### config.mk
export PLATFORM = sky130hd
export DESIGN_NAME = v_issue_ctrl
export DESIGN_NICKNAME = d
export VERILOG_FILES = /design/src/rtl/v_pkg.sv /design/src/rtl/v_issue_ctrl.sv
export SDC_FILE = /design/constraint.sdc
export NUM_CORES = 1
export LEC_CHECK = 0
export CORE_UTILIZATION = 40
export DETAILED_ROUTE_END_ITERATION = 10
export GPL_ROUTABILITY_DRIVEN = 0
export PLACE_DENSITY = 0.75
export SYNTH_ARGS = -nofsm -noshare
export SYNTH_HDL_FRONTEND = slang
export SYNTH_SLANG_ARGS = --single-unit
### constraint.sdc
create_clock -name clk -period 4.6 [get_ports clk]
set_input_delay 1.38 -clock clk [delete_from_list [all_inputs] [get_ports clk]]
set_output_delay 1.38 -clock clk [all_outputs]
set_load 0.1 [all_outputs]
### src/rtl/v_pkg.sv
// Shared vector-unit definitions: issue FSM state encoding and the VALU/VMEM
// opcode constants used by both the decoder and the issue controller.
package v_pkg;

  typedef enum logic [2:0] {
    ST_IDLE  = 3'd0,
    ST_DEC   = 3'd1,
    ST_DIV   = 3'd2,
    ST_MEM   = 3'd3,
    ST_MWAIT = 3'd4,
    ST_WB_LO = 3'd5,
    ST_WB_HI = 3'd6
  } state_e;

  localparam logic [4:0] VALU_OP_NOP    = 5'd0;
  localparam logic [4:0] VALU_OP_VADD16 = 5'd1;
  localparam logic [4:0] VALU_OP_VSUB16 = 5'd2;
  localparam logic [4:0] VALU_OP_VDIV16 = 5'd3;
  localparam logic [4:0] VALU_OP_VMUL16 = 5'd4;
  localparam logic [4:0] VALU_OP_VADD32 = 5'd5;
  localparam logic [4:0] VALU_OP_VSUB32 = 5'd6;
  localparam logic [4:0] VALU_OP_VDIV32 = 5'd7;

  localparam logic [6:0] VALU_OP_MAJOR  = 7'b1010111;
  localparam logic [6:0] VMEM_OP_LOAD   = 7'b0000111;
  localparam logic [6:0] VMEM_OP_STORE  = 7'b0100111;

endpackage

### src/rtl/v_issue_ctrl.sv
// Vector issue sequencer: latches one instruction from the core and walks it
// through decode, divide / memory access and one or two writeback beats.
module v_issue_ctrl
  import v_pkg::*;
#(
  parameter int INST_DW   = 32,
  parameter int VREG_AW   = 5,
  parameter int VALUOP_DW = 5
) (
  input  logic                 clk,
  input  logic                 rst,
  input  logic                 inst_valid_i,
  input  logic [INST_DW-1:0]   inst_i,
  output logic                 inst_ready_o,
  output logic [INST_DW-1:0]   inst_o,
  input  logic                 dec_vmem_ren_i,
  input  logic                 dec_vmem_wen_i,
  input  logic [VALUOP_DW-1:0] dec_valu_opcode_i,
  input  logic                 dec_wb_en_i,
  input  logic                 dec_wb_double_i,
  input  logic [VREG_AW-1:0]   dec_wb_addr_i,
  output logic                 valu_start_o,
  input  logic                 valu_done_i,
  output logic                 vmem_req_o,
  input  logic                 vmem_gnt_i,
  input  logic                 vmem_rvalid_i,
  output logic                 vreg_wen_o,
  output logic [VREG_AW-1:0]   vreg_waddr_o,
  output logic                 vreg_whi_o,
  output logic                 busy_o
);

  state_e               state_q, state_d;
  logic [INST_DW-1:0]   inst_q, inst_d;
  logic [VREG_AW-1:0]   vd_q, vd_d;
  logic                 load_q, load_d;
  logic                 dbl_q, dbl_d;
  logic                 div_first_q, div_first_d;
  logic                 is_div;
  logic                 act;

  assign is_div = (dec_valu_opcode_i == VALUOP_DW'(VALU_OP_VDIV16)) ||
                  (dec_valu_opcode_i == VALUOP_DW'(VALU_OP_VDIV32));

  always_comb begin
    state_d     = state_q;
    inst_d      = inst_q;
    vd_d        = vd_q;
    load_d      = load_q;
    dbl_d       = dbl_q;
    div_first_d = div_first_q;
    case (state_q)
      ST_IDLE: begin
        if (inst_valid_i) begin
          inst_d  = inst_i;
          state_d = ST_DEC;
        end
      end
      ST_DEC: begin
        load_d      = dec_vmem_ren_i;
        dbl_d       = dec_wb_double_i;
        vd_d        = dec_wb_addr_i;
        div_first_d = 1'b0;
        if (dec_vmem_ren_i || dec_vmem_wen_i) begin
          state_d = ST_MEM;
        end else if (is_div) begin
          state_d     = ST_DIV;
          div_first_d = 1'b1;
        end else if (dec_wb_en_i) begin
          state_d = ST_WB_LO;
        end else begin
          state_d = ST_IDLE;
        end
      end
      ST_DIV: begin
        div_first_d = 1'b0;
        if (valu_done_i) state_d = ST_WB_LO;
      end
      // Load data arriving together with the grant skips the wait state.
      ST_MEM: begin
        if (vmem_gnt_i) begin
          if (!load_q)            state_d = ST_IDLE;
          else if (vmem_rvalid_i) state_d = ST_WB_LO;
          else                    state_d = ST_MWAIT;
        end
      end
      ST_MWAIT: begin
        if (vmem_rvalid_i) state_d = ST_WB_LO;
      end
      ST_WB_LO: state_d = dbl_q ? ST_WB_HI : ST_IDLE;
      ST_WB_HI: state_d = ST_IDLE;
      default:  state_d = ST_IDLE;
    endcase
  end

  always_ff @(posedge clk) begin
    if (rst) begin
      state_q     <= ST_IDLE;
      inst_q      <= '0;
      vd_q        <= '0;
      load_q      <= 1'b0;
      dbl_q       <= 1'b0;
      div_first_q <= 1'b0;
    end else begin
      state_q     <= state_d;
      inst_q      <= inst_d;
      vd_q        <= vd_d;
      load_q      <= load_d;
      dbl_q       <= dbl_d;
      div_first_q <= div_first_d;
    end
  end

  // Outputs decode the registered state; reset forces them quiet in the same cycle.
  assign act          = !rst;
  assign inst_ready_o = act && (state_q == ST_IDLE);
  assign busy_o       = act && (state_q != ST_IDLE);
  assign inst_o       = act ? inst_q : '0;
  assign valu_start_o = act && (state_q == ST_DIV) && div_first_q;
  assign vmem_req_o   = act && (state_q == ST_MEM);
  assign vreg_wen_o   = act && ((state_q == ST_WB_LO) || (state_q == ST_WB_HI));
  assign vreg_whi_o   = act && (state_q == ST_WB_HI);

  always_comb begin
    vreg_waddr_o = '0;
    if (act && (state_q == ST_WB_LO)) vreg_waddr_o = vd_q;
    if (act && (state_q == ST_WB_HI)) vreg_waddr_o = vd_q + VREG_AW'(1);
  end

endmodule

==> impl_metrics.yaml <==
synthesis:
  syn-num-nets: 323
  yosysUniqueCellTypes: 34
  synth_top_flop_cell: "dfxtp_1"
  synthCells: 270
  ys_warn_count: 0
  synth-edff-count: 0
  async_flop_share_pct: 0
  yosysTopAreaCell: "dfxtp_1"
  ys_seq_elements: 43
  synth_top_area_share_pct: 42.4
  yosysSeqAreaShare_pct: 42.4
  syn_area_um2: 2030
  synth.avg_cell_area_um2: 7.52
  synthTopCellsByArea: "dfxtp_1 (42%), nand2_1 (14%), nor2b_1 (11%), a21oi_1 (11%), nor2_1 (2.0%)"
worst_setup_path:
  rrSetupSlack_ps: 2430
  cp.depth: 6
  arrival_ps: 2660
  required_ps: 3220
  cp.buffers_inverters: 2
  path_cells: "buf_2 -> nand2b_1 -> nor2_1 -> nand4_1 -> mux2i_2 -> buf_12"
  r2r-start: "state_q[2]"
  r2r-end: "inst_q[13]"
  slowest_stage: "nor2_1"
  crit_family: "simple AND/OR/NAND/NOR gates"
  cpPeakStageDelay_ps: 290
  r2r_cells: 3
  end_kind: "output pin"
  crit_type: "in2out"
  cp-endpoint: "vreg_waddr_o[3]"
  startpoint_type: "input pin"
  critPathLaunch: "rst"
  cp_max_fo: 6
global_routing:
  grt_usage_pct: 19.9
  grt_pass1_vias: 1944
  grt_pass1_wl_mm: 8.29
  grt_start_max_net_pins: 40
  overflow: 0
  grt_antenna_before_repair: 0
power_and_ir_drop:
  switching_power_mw: 0.454
  p_leak_nw: 1.21
  pwr-share-seq_pct: 40.9
  clkPwrFrac_pct: 21.4
  p_total_mw: 1.13
  p_per_area_nw_per_um2: 369
  switching_share_pct: 40.3
  ir_drop_mv: 0.188
  combPwrFrac_pct: 37.7
  p_int_mw: 0.673
timing:
  tightest_slew_ps: 1090
  rsz0062_at_grt: "no"
  timing.final.crit_share_pct: 87.9
  whs_ps: 450
  max_clock_freq_mhz: 247
  finClkSkew_ps: 4.46
  hold_viol_final: 0
  finalSetupTns_ps: 0
  drv_slew: 0
  maxSlewHeadroom_pct: 27.3
  setup_viol: 0
  fin_crit_ps: 4040
  worst_slack_ps: 557
clock_tree:
  cts-resized-gates: 0
  clock_latency_ps: 290
  clkSinkCount: 43
  root_buffer: "clkbuf_8"
  numCtsBuffers: 5
  cts_hold_buf: 0
  cts_tree: "built"
  clkTransAtPathRegs_ps: 70
  post_cts_buffers: 0
  clk_path_buf_depth: 2
  cts_max_level: 2
drt:
  drtIter0Drc: 109
  wl_mm: 5.07
  drtAntennaViolNets: 0
  drc: 0
  vias: 2069
  routedWlPerCell_um: 12.1
  firstDrtPassIters: 4
  viasPerCell: 4.93
hold_path:
  hp-class: "reg2reg"
floorplanning:
  die_h_um: 73.3
  dieArea_um2: 5370
  dieWidth_um: 73.3
  start_util_pct: 42.2
  rows: 25
  coreArea_um2: 4820
  ios: 95
final_layout:
  layout-drive-gt1-share_pct: 16.4
  design_area_um2: 3060
  final_core_utilization_pct: 63.5
  final_cells: 420
  diodes: 0
  fill_cells: 470
  area_growth_pct: 50.5
  layout.nets: 406
place:
  placed_cell_area_um2: 2970
  dp_hpwl_mm: 3.59
  port_buffers: 93
  place_ws_ps: 568
  dp.cells: 413
status:
  status: "completed"
run:
  cap_violations: 0
[logic make-up after synthesis]
group / Yosys count / synth area share, %
xor gates and xnor gates: 2 / 0.863
buffers and inverters: 20 / 5.18
and+or+nand+nor: 140 / 33.3
DFF: 43 / 42.4
adders and majority gates: 1 / 0.616
AOI/OAI and AO/OA: 62 / 16.7
muxes: 2 / 0.986
[worst min-delay path by stage]
stage                       endpoint  depth (start not counted)  startpoint  slack [ps]
after floorplan            inst_q[0]                          2   inst_q[0]         430
after global placement     inst_q[3]                          2   inst_q[3]         440
after detailed placement  inst_q[24]                          2  inst_q[24]         440
after CTS                 inst_q[24]                          2  inst_q[24]         450
after global routing      inst_q[30]                          2  inst_q[30]         470
final                      inst_q[1]                          2   inst_q[1]         450
[cell usage after synthesis, drive strengths merged (2+ instances only)]
master / n
nor3: 4
nand2b: 3
clkbuf: 10
nand3: 3
buf: 10
a21oi: 43
nor2: 11
a22oi: 3
nand2: 74
dfxtp: 43
mux2i: 2
o21ai: 9
and3: 2
nor4: 2
nor2b: 35
[metal layers]
layer | up-vias | GRT usage (%) | part of all wire (%)
met3 | 7 | 4.66 | 5.8
met4 | 0 | 7.84 | 1.6
met1 | 932 | 24.2 | 45
li1 | 1062 | - | -
met2 | 68 | 33.7 | 48
met5 | - | 0 | 0
[registers in the layout, indices dropped and copies added, names as in the netlist]
signal       count
inst_q          32
vd_q             5
div_first_q      1
dbl_q            1
state_q          3
load_q           1
[power groups by stage]
| stage | combinational [mW] | sequential [mW] | clock [mW] |
|---|---|---|---|
| after floorplan | 0.342 | 0.447 | 0 |
| after global placement | 0.422 | 0.467 | 0 |
| after detailed placement | 0.427 | 0.470 | 0 |
| after CTS | 0.428 | 0.461 | 0.249 |
| after global routing | 0.459 | 0.469 | 0.262 |
| final | 0.425 | 0.461 | 0.241 |
[placed cells by master (no fill, tap or decap), types with 2 or more instances in the layout]
cell type,n
a21oi_1,43
o21ai_0,8
buf_4,38
and3_1,2
nor3_1,4
nor2_1,11
nand3_1,3
nor2b_1,35
nand2_1,74
nand2b_1,3
buf_12,8
clkbuf_8,6
dfxtp_1,43
a22oi_1,3
clkdlybuf4s50_1,49
[layout make-up]
type,instances,area (µm²),area share (%)
tap,67,83.8,2.74
timing repair buffer,96,941,30.8
multi-input combinational,207,1080,35.4
sequential,43,861,28.2
clock buffer,6,82.6,2.70
clock inverter,1,5.00,0.164
[tightest hold or removal path: cells and delay by family, from the launching register on]
kind | cells | cell delay, ps
compound gates | 1 | 50
simple gates | 1 | 50
flops | 1 | 310
No activity file was read; power rests on OpenSTA's default activity.
